File: config.mk
export PLATFORM = sky130hd
export DESIGN_NAME = xge_wb_arbiter
export DESIGN_NICKNAME = d
export VERILOG_FILES = /design/src/rtl/xge_wb_arbiter.sv
export SDC_FILE = /design/constraint.sdc
export NUM_CORES = 1
export LEC_CHECK = 0
export CAP_MARGIN = 40
export CORE_UTILIZATION = 37
export DETAILED_ROUTE_END_ITERATION = 16
export PLACE_DENSITY_LB_ADDON = 0.3
export SYNTH_ARGS = -nofsm -noshare
export SYNTH_HDL_FRONTEND = slang
export SYNTH_SLANG_ARGS = --single-unit
File: constraint.sdc
create_clock -name clk_156 -period 2.1 [get_ports clk_156]
set_clock_uncertainty 0.05 [all_clocks]
set_input_delay 0.63 -clock clk_156 [delete_from_list [all_inputs] [get_ports clk_156]]
set_output_delay 0.63 -clock clk_156 [all_outputs]
set_load 0.05 [all_outputs]
File: src/rtl/xge_wb_arbiter.sv
// Two-master round-robin arbiter in front of a single Wishbone-style register slave.
// Each transaction is one BUS phase followed by a one-cycle RESP phase.
// A slave that never acks is cut off after ACK_TIMEOUT wb_valid cycles and reported as an error.
module xge_wb_arbiter #(
    parameter int unsigned ACK_TIMEOUT = 8
) (
    input  logic        clk_156,
    input  logic        rst,
    input  logic        m0_req,
    input  logic        m0_we,
    input  logic [7:0]  m0_addr,
    input  logic [31:0] m0_wdata,
    output logic        m0_ack,
    output logic        m0_err,
    output logic [31:0] m0_rdata,
    input  logic        m1_req,
    input  logic        m1_we,
    input  logic [7:0]  m1_addr,
    input  logic [31:0] m1_wdata,
    output logic        m1_ack,
    output logic        m1_err,
    output logic [31:0] m1_rdata,
    output logic        wb_valid,
    output logic        wb_we,
    output logic [7:0]  wb_addr,
    output logic [31:0] wb_wdata,
    input  logic [31:0] wb_rdata,
    input  logic        wb_ack,
    output logic [1:0]  grant,
    output logic [7:0]  timeout_cnt
);

    localparam int unsigned ADDR_W = 8;
    localparam int unsigned DATA_W = 32;
    localparam int unsigned CNT_W  = 8;

    localparam logic [CNT_W-1:0] TIMEOUT_LIM = CNT_W'(ACK_TIMEOUT);
    localparam logic [CNT_W-1:0] CNT_MAX     = '1;

    localparam logic [1:0] IDLE = 2'd0;
    localparam logic [1:0] BUS  = 2'd1;
    localparam logic [1:0] RESP = 2'd2;

    logic [1:0]        state_q,       state_d;
    logic              ptr_q,         ptr_d;
    logic [1:0]        grant_q,       grant_d;
    logic              wb_valid_q,    wb_valid_d;
    logic              wb_we_q,       wb_we_d;
    logic [ADDR_W-1:0] wb_addr_q,     wb_addr_d;
    logic [DATA_W-1:0] wb_wdata_q,    wb_wdata_d;
    logic [CNT_W-1:0]  wait_q,        wait_d;
    logic [CNT_W-1:0]  timeout_cnt_q, timeout_cnt_d;
    logic              m0_ack_q,      m0_ack_d;
    logic              m1_ack_q,      m1_ack_d;
    logic              m0_err_q,      m0_err_d;
    logic              m1_err_q,      m1_err_d;
    logic [DATA_W-1:0] m0_rdata_q,    m0_rdata_d;
    logic [DATA_W-1:0] m1_rdata_q,    m1_rdata_d;

    logic              win_c;
    logic              single_c;
    logic              owner_c;

    // Next-state and registered-output computation
    always_comb begin
        state_d       = state_q;
        ptr_d         = ptr_q;
        grant_d       = grant_q;
        wb_valid_d    = wb_valid_q;
        wb_we_d       = wb_we_q;
        wb_addr_d     = wb_addr_q;
        wb_wdata_d    = wb_wdata_q;
        wait_d        = wait_q;
        timeout_cnt_d = timeout_cnt_q;
        m0_ack_d      = 1'b0;
        m1_ack_d      = 1'b0;
        m0_err_d      = 1'b0;
        m1_err_d      = 1'b0;
        m0_rdata_d    = '0;
        m1_rdata_d    = '0;
        win_c         = 1'b0;
        single_c      = m0_req ^ m1_req;
        owner_c       = grant_q[1];

        case (state_q)
            IDLE: begin
                if (m0_req || m1_req) begin
                    // Contention goes to the preferred master, otherwise to the sole requester
                    win_c      = (m0_req && m1_req) ? ptr_q : m1_req;
                    grant_d    = win_c ? 2'b10 : 2'b01;
                    wb_valid_d = 1'b1;
                    wb_we_d    = win_c ? m1_we    : m0_we;
                    wb_addr_d  = win_c ? m1_addr  : m0_addr;
                    wb_wdata_d = win_c ? m1_wdata : m0_wdata;
                    wait_d     = CNT_W'(1);
                    // A lone request from the already-preferred master leaves the pointer alone
                    if (!(single_c && (win_c == ptr_q))) begin
                        ptr_d = ~win_c;
                    end
                    state_d    = BUS;
                end
            end

            BUS: begin
                if (wb_ack) begin
                    state_d    = RESP;
                    wb_valid_d = 1'b0;
                    if (owner_c) begin
                        m1_ack_d   = 1'b1;
                        m1_rdata_d = wb_we_q ? '0 : wb_rdata;
                    end else begin
                        m0_ack_d   = 1'b1;
                        m0_rdata_d = wb_we_q ? '0 : wb_rdata;
                    end
                end else if (wait_q == TIMEOUT_LIM) begin
                    state_d    = RESP;
                    wb_valid_d = 1'b0;
                    if (owner_c) begin
                        m1_err_d = 1'b1;
                    end else begin
                        m0_err_d = 1'b1;
                    end
                    if (timeout_cnt_q != CNT_MAX) begin
                        timeout_cnt_d = timeout_cnt_q + CNT_W'(1);
                    end
                end else begin
                    wait_d = wait_q + CNT_W'(1);
                end
            end

            RESP: begin
                // Requests are not sampled here; the bus is released for one IDLE cycle
                state_d    = IDLE;
                grant_d    = 2'b00;
                wb_we_d    = 1'b0;
                wb_addr_d  = '0;
                wb_wdata_d = '0;
                wait_d     = '0;
            end

            default: begin
                state_d    = IDLE;
                grant_d    = 2'b00;
                wb_valid_d = 1'b0;
            end
        endcase
    end

    // State and output registers with synchronous reset
    always_ff @(posedge clk_156) begin
        if (rst) begin
            state_q       <= IDLE;
            ptr_q         <= 1'b0;
            grant_q       <= 2'b00;
            wb_valid_q    <= 1'b0;
            wb_we_q       <= 1'b0;
            wb_addr_q     <= '0;
            wb_wdata_q    <= '0;
            wait_q        <= '0;
            timeout_cnt_q <= '0;
            m0_ack_q      <= 1'b0;
            m1_ack_q      <= 1'b0;
            m0_err_q      <= 1'b0;
            m1_err_q      <= 1'b0;
            m0_rdata_q    <= '0;
            m1_rdata_q    <= '0;
        end else begin
            state_q       <= state_d;
            ptr_q         <= ptr_d;
            grant_q       <= grant_d;
            wb_valid_q    <= wb_valid_d;
            wb_we_q       <= wb_we_d;
            wb_addr_q     <= wb_addr_d;
            wb_wdata_q    <= wb_wdata_d;
            wait_q        <= wait_d;
            timeout_cnt_q <= timeout_cnt_d;
            m0_ack_q      <= m0_ack_d;
            m1_ack_q      <= m1_ack_d;
            m0_err_q      <= m0_err_d;
            m1_err_q      <= m1_err_d;
            m0_rdata_q    <= m0_rdata_d;
            m1_rdata_q    <= m1_rdata_d;
        end
    end

    assign grant       = grant_q;
    assign wb_valid    = wb_valid_q;
    assign wb_we       = wb_we_q;
    assign wb_addr     = wb_addr_q;
    assign wb_wdata    = wb_wdata_q;
    assign timeout_cnt = timeout_cnt_q;
    assign m0_ack      = m0_ack_q;
    assign m1_ack      = m1_ack_q;
    assign m0_err      = m0_err_q;
    assign m1_err      = m1_err_q;
    assign m0_rdata    = m0_rdata_q;
    assign m1_rdata    = m1_rdata_q;

endmodule

==> results.txt, run 1 <==
----------------------------------------------------
[Route]
  DRC violation count after routing ... 0
  Final ANT Viol Nets ... 0
  Drt via density ... 4.82
  Wirelength per Cell ... 14.7 um
  DRT Pass-1 Iters ... 4
  Vias ... 4624
  Starting DRC count in detailed routing ... around 170
  Total wirelength of the detailed-routed design ... between 10 and 15 mm

[Timing]
  Final cycle utilization of the critical path ... 0.926
  Tmin final ... between 1.5 and 2 ns
  Worst rel slew slack ... 0.641
  Setup repair after global routing missed its margin ... false
  Fmax achieved ... roughly 0.5 GHz
  Number of pins with negative max-slew slack in the final report ... 0
  Setup TNS ... 0 ns
  Final-report setup violation count ... 0
  Slew at the pin closest to its max-slew limit ... between 0.5 and 0.6 ns
  Final Hold Slack ... around 0.42 ns
  Count of endpoints failing hold in the final timing report ... 0

[Critical path]
  Data required time of the critical path ... approximately 2.4 ns
  Start-to-end type of the worst setup path ... flip-flop to flip-flop
  CP delay by family, top ... simple AND/OR/NAND/NOR gates
  Startpoint kind of the worst setup timing path ... flip-flop
  Maximum cell stage delay along the critical path ... around 0.47 ns
  CP Capture Type ... flip-flop
  WP buf/inv ... 2
  Critical-path top delay cell ... or4_1
  Worst path arrival time ... approximately 2.2 ns
  Critical Path Fanout Max ... 10
  Worst path cell trace ... inv_1 > ha_2 > buf_4 > nor4bb_2 > and2_2 > or4_1 > a21oi_1

[Layout]
  Total area of multi-input combinational cells ... between 0.002 and 0.0025 mm2
  Utilization of the core after routing ... 0.618
  Synthesis-to-layout area growth ... 63.2%
  Net total in the final layout ... 899
  Layout cell share with drive strength beyond 1 ... 0.265
  Antenna Diode Count ... 0
  Total of fill cells in the finished design ... 1129
  Storage cell area ... around 0.0026 mm2
  Finished Layout Cells ... 960

[Yosys]
  Synthesis-stage register bit count ... approximately 130
  Avg Cell Area, Syn ... 9.71 um2
  Count of different cell masters after synthesis ... 50
  Syn Nets ... 644
  Most common flop cell mapped by yosys ... dfxtp_1
  EDFF count, synth ... 0
  Mapped Cells ... just over 500
  Asr flop ratio synth ... 0
  Cell Area, Synth ... between 0.005 and 0.006 mm2
  Synthesis warning total ... 0
  Sequential area share after synthesis ... 0.523

[Die]
  Core ar. ... around 0.013 mm2
  Placement row count ... 42
  X dimension of the die ... approximately 120 um
  Floorplan die area ... between 0.01 and 0.015 mm2
  Starting density of the core ... 0.378
  IO Count ... about 240
  Vert. Die Dim ... ~120 um

[Power]
  Design internal power ... 5.11 mW
  Tot Pwr ... between 7 and 8 mW
  Clock power share ... 0.361
  Power density normalized to cell area ... about 910 mW/mm2
  Sw Share ... 0.313
  Leakage Power ... around 3.6 nW
  Proportion of power drawn by combinational gates ... 0.272
  Sequential cell fraction of total power ... 0.368
  Worst voltage drop across the vdd grid ... 481 uV
  Net switching power ... ~2.3 mW

[Placement]
  Cell Count Post-Placement ... about 920
  Dpl hpwl ... between 9 and 10 mm
  Final RePlAce weighted congestion ... roughly 0.8
  IO buf count ... between 200 and 250

[CTS]
  TritonCTS clock tree ... built
  CTS root buf ... clkbuf_16
  CTS H-tree depth ... 4
  Clk pin slew, worst setup/hold paths ... about 0.060 ns
  Clock latency at the later pin of the worst-skew pair ... between 0.4 and 0.5 ns
  Inserted Clock Buffers ... 17
  Clock Tree Buf Depth ... 2
  Clock sink count ... ~130

[GRT]
  Number of global-route vias before repair ... about 4.7k
  Antenna violations before repair ... 0
  GRT Overall Usage ... 0.204
  Global route overflow ... 0
  Wire length of the first global-routing pass ... between 20 and 25 mm
  Maximum number of pins on one net before global-route repair ... 45

[Hold path]
  Type of the tightest min-delay check ... flip-flop to flip-flop

[Outcome]
  Run status ... finished, final reports clean

[Flow run]
  Number of maximum-capacitance constraint violations ... 0

----------------------------------------------------
-- synthesized netlist by cell type (all sizes together) (2+ instances only) --
cell type	number	area (um2)
and3	2	12.5
ha	9	113
inv	10	37.5
nand2	19	73.8
and2	3	21.3
o21ai	2	10.0
a31oi	3	18.8
clkbuf	21	78.8
nor3	4	20.0
nor2	117	439
nor4	2	12.5
nand3b	2	15.0
a2bb2oi	41	359
nor3b	2	20.0
o31ai	6	45.0
nand3	11	60.1
mux2i	46	460
or4	5	37.5
o41ai	3	26.3
nand2b	33	206
a21oi	12	60.1
or4b	2	20.0
buf	11	58.8
a22oi	2	28.8
dfxtp	131	2620
-- final timing paths --
check        startpoint   endpoint  slack, ns  depth (start not counted)
max          state_q[1]  wait_q[3]       0.16                          7
min            wb_valid   wb_valid       0.42                          1
max reg2reg  state_q[1]  wait_q[3]       0.16                          7
min reg2reg    wb_valid   wb_valid       0.42                          1
-- kinds of logic after synthesis --
family,count (synthesis),synth area share
compound gates,78,0.125
xor+xnor,1,0.00175
fa+ha+maj,9,0.0225
buf+inv,42,0.0349
flops,131,0.523
mux,46,0.0919
simple gates,209,0.201
-- through the flow --
| step | setup slack, ns | cell area [um2] |
|---|---|---|
| 4_1_cts | 0.0274 | 8080 |
| 6_report | 0.156 | 8180 |
| 3_3_place_gp | -0.458 | 7470 |
| 2_1_floorplan | 0.0777 | 5020 |
| 3_5_place_dp | -0.535 | 7470 |
| 5_1_grt | 0.0216 | 8180 |
-- placed cells by master (no fill, tap or decap), drive strengths merged, types with 5 or more instances in the layout --
cell,count
buf,150
dfxtp,131
nor2,117
clkdlybuf4s50,115
mux2i,46
a2bb2oi,41
nand2b,33
clkbuf,20
nand2,19
inv,14
a21oi,12
nand3,11
ha,9
o31ai,6
clkinv,6
or4,5
-- per-layer routing --
layer  routed length (um)  global-route usage  part of all wire  vias up
li1                     -                   -                 -     2290
met1                 5520               0.210              0.39     2144
met2                 7220               0.367              0.51      167
met3                 1110              0.0792             0.079       23
met4                  281              0.0839             0.020        0
met5                    0                   0                 0        -
-- repair_timing --
| item | in CTS | in global routing |
|---|---|---|
| gates resized for setup | 6 | 20 |
| hold buffers | 0 | 0 |
| setup buffers | 4 | 1 |
| pin swaps | 2 | 1 |
| cloned | 1 | 1 |
| setup endpoints to repair | 44 | 45 |
-- cell type report --
type,count,share of cell area
Sequential cell,131,0.321
Clock inverter,13,0.0125
Timing Repair Buffer,268,0.299
Clock buffer,19,0.0542
Multi-Input combinational cell,343,0.282
Tap cell,176,0.0269
Inverter,10,0.00459
-- sequential cells by signal, summed over array words and instances (netlist names), 2 cells and up --
| signal | flops |
|---|---|
| state_q | 2 |
| wait_q | 8 |
| wb_addr | 8 |
| wb_wdata | 32 |
| timeout_cnt | 8 |
| m0_rdata | 32 |
| grant | 2 |
| m1_rdata | 32 |
-- power groups by stage --
stage	registers, mW	logic (mW)	clock network [mW]
2_1_floorplan	3.25	0.722	0
6_report	2.73	2.02	2.68
4_1_cts	2.73	1.97	2.76
3_3_place_gp	2.78	1.92	0
5_1_grt	2.75	2.14	2.88
3_5_place_dp	2.78	1.94	0
Note: power is estimated with default switching activity, not from simulation.
==> run 2: changes to the inputs <==
--- a/config.mk
+++ b/config.mk
@@ -6,7 +6,7 @@
 export NUM_CORES = 1
 export LEC_CHECK = 0
 export CAP_MARGIN = 40
-export CORE_UTILIZATION = 37
+export CORE_UTILIZATION = 41
 export DETAILED_ROUTE_END_ITERATION = 16
 export PLACE_DENSITY_LB_ADDON = 0.3
 export SYNTH_ARGS = -nofsm -noshare
==> constraint.sdc (replaced) <==
create_clock -name clk_156 -period 2 [get_ports clk_156]
set_clock_uncertainty 0.05 [all_clocks]
set_input_delay 0.6 -clock clk_156 [delete_from_list [all_inputs] [get_ports clk_156]]
set_output_delay 0.6 -clock clk_156 [all_outputs]
set_load 0.05 [all_outputs]
==> results.txt, run 2 (synthesis results as in run 1) <==
----------------------------------------------------
[Outcome]
  Run status ... finished, final reports clean

[Die]
  Placement row count ... 40 (-4.8%)
  Vert. Die Dim ... 113 um (-4.9%)
  Starting density of the core ... 0.419 (+0.0405)
  X dimension of the die ... 113 um (-4.9%)
  IO Count ... 239 (unchanged)
  Floorplan die area ... 0.0127 mm2 (-9.6%)
  Core ar. ... 0.0120 mm2 (-9.7%)

[Hold path]
  Count of cells along the worst hold path ... 1 (unchanged)
  Hold Crit Start ... wb_valid
  Hold worst-path end ... wb_valid
  Type of the tightest min-delay check ... flip-flop to flip-flop

[Timing]
  Fmax achieved ... a little over 0.5 GHz
  Worst rel slew slack ... 0.626 (-0.0152)
  Slew at the pin closest to its max-slew limit ... 0.559 ns (+0.0227 ns)
  Final-report setup violation count ... 0 (unchanged)
  Tmin final ... just under 2 ns
  Setup repair after global routing missed its margin ... true
  Number of pins with negative max-slew slack in the final report ... 0 (unchanged)
  Final cycle utilization of the critical path ... 0.964
  Count of endpoints failing hold in the final timing report ... 0 (unchanged)

[Power]
  Proportion of power drawn by combinational gates ... 0.265 (-0.007)
  Worst voltage drop across the vdd grid ... 662 uV (+37%)
  Clock power share ... 0.380 (+0.019)
  Sw Share ... 0.318 (+0.00468)
  Net switching power ... 2.57 mW (+10%)
  Leakage Power ... 3.69 nW (+1.3%)
  Power density normalized to cell area ... 984 mW/mm2 (+8.2%)
  Sequential cell fraction of total power ... 0.355 (-0.013)
  Tot Pwr ... 8.09 mW (+8.8%)
  Design internal power ... 5.52 mW (+8.0%)

[CTS]
  CTS H-tree depth ... 4 (unchanged)
  Clock Tree Buf Depth ... 2 (unchanged)
  Clk pin slew, worst setup/hold paths ... 0.06 ns (about the same)
  Inserted Clock Buffers ... 17 (unchanged)
  Clock latency at the later pin of the worst-skew pair ... 0.41 ns (about the same)
  CTS root buf ... clkbuf_16
  TritonCTS clock tree ... built
  Clock sink count ... 131 (unchanged)

[Critical path]
  CP Capture Type ... flip-flop
  R2R Path Start ... wait_q[1]
  Data required time of the critical path ... 2.29 ns (-0.10 ns)
  Critical Path Fanout Max ... 4 (-6)
  Startpoint kind of the worst setup timing path ... primary input
  Worst path arrival time ... 2.22 ns (about the same)
  Start-to-end type of the worst setup path ... primary input to flip-flop
  Reg2Reg Setup Slack ... 0.08 ns (-0.08 ns)
  Worst R2R End ... timeout_cnt[5]
  Number of cell instances on the worst register-to-register path ... 6 (-1)

[Placement]
  Dpl hpwl ... 10.1 mm (+1.8%)
  Final RePlAce weighted congestion ... 0.811 (+2.9%)
  Cell Count Post-Placement ... 894 (-3.0%)
  IO buf count ... 238 (unchanged)
  Total placed instance area ... 0.00744 mm2 (-0.39%)

[GRT]
  Antenna violations before repair ... 0 (unchanged)
  Maximum number of pins on one net before global-route repair ... 37 (-18%)
  Global route overflow ... 0 (unchanged)
  Wire length of the first global-routing pass ... 22.6 mm (-0.76%)
  Number of global-route vias before repair ... 4616 (-2.7%)
  GRT Overall Usage ... 0.227 (+0.0234)

[Route]
  Wirelength per Cell ... 15.4 um (+4.4%)
  DRT Pass-1 Iters ... 5 (+1)
  Final ANT Viol Nets ... 0 (unchanged)
  Vias ... 4693 (+1.5%)
  Drt via density ... 5.02 (+4.2%)
  DRC violation count after routing ... 0 (unchanged)
  Starting DRC count in detailed routing ... 253 (+51%)
  Total wirelength of the detailed-routed design ... 14.4 mm (+1.7%)

[Flow run]
  Number of maximum-capacitance constraint violations ... 0 (unchanged)

[Layout]
  Most common cell after layout, fill and taps aside ... buf_4
  Total of fill cells in the finished design ... 895 (-21%)
  Synthesis-to-layout area growth ... 64.1%
  Utilization of the core after routing ... 0.687 (+0.0698)
  Final instance area ... 0.00822 mm2 (+0.54%)
  Net total in the final layout ... 903 (+0.44%)
  Antenna Diode Count ... 0 (unchanged)
  Layout cell share with drive strength beyond 1 ... 0.270 (+0.00500)
  Finished Layout Cells ... 935 (-2.6%)
  Most frequent cells in the layout ... 142 x buf_4, 129 x dfxtp_1, 117 x nor2_1

----------------------------------------------------
==> run 2: per-stage QoR <==
stage	setup slack [ns]	hold WS, ns	TNS, ns
floorplan	0.00768	0.401	0
CTS	0.0125	0.424	0
finish	0.0727	0.417	0
detailed placement	-0.636	0.409	-29.88
global placement	-0.584	0.409	-26.30
global route	-0.0223	0.453	-0.0223
==> run 2: layout make-up <==
type	instances	area, um2	area share
clock inverter	15	161	0.0196
timing repair buffer	272	2490	0.302
multi-input combinational	343	2300	0.280
clock buffer	17	425	0.0517
inverter	10	37.5	0.00456
tap	147	184	0.0224
sequential	131	2630	0.319
==> run 2: worst max-delay path by stage <==
stage | from | to | slack, ns | cells after the start
floorplan | m0_req | wait_q[3] | 0.008 | 7
global placement | m1_req | wb_we | -0.58 | 7
detailed placement | m1_req | wb_we | -0.64 | 7
CTS | state_q[0] | wait_q[3] | 0.01 | 6
global route | state_q[1] | state_q[0] | -0.02 | 8
finish | wb_ack | wait_q[6] | 0.07 | 6
==> run 2: power groups by stage <==
stage	clock (mW)	sequential [mW]	combinational, mW
after floorplan	0	3.42	0.759
after global placement	0	2.92	2.00
after detailed placement	0	2.92	2.04
after CTS	3.14	2.87	2.13
after global routing	3.27	2.89	2.26
final	3.07	2.87	2.15
==> run 2: repair_timing <==
action,in CTS,in global routing
setup buffers,4,2
gates cloned,3,0
pin swaps,2,3
hold endpoints to repair,0,0
gates resized for setup,14,10
setup endpoints to repair,47,22
hold buffers,0,0
==> run 2: worst max-delay path: stages <==
cell and delay [ns]:
clkdlybuf4s50_1 0.43, buf_4 0.17, a22oi_4 0.21, nand3_1 0.12, or4_1 0.52, a21oi_1 0.16
==> run 2: per-layer routing <==
layer	vias up	GRT usage	wire length [um]
li1	2304	-	-
met1	2210	0.243	5480
met2	163	0.415	7750
met3	16	0.0664	887
met4	0	0.0960	244
met5	-	0	0
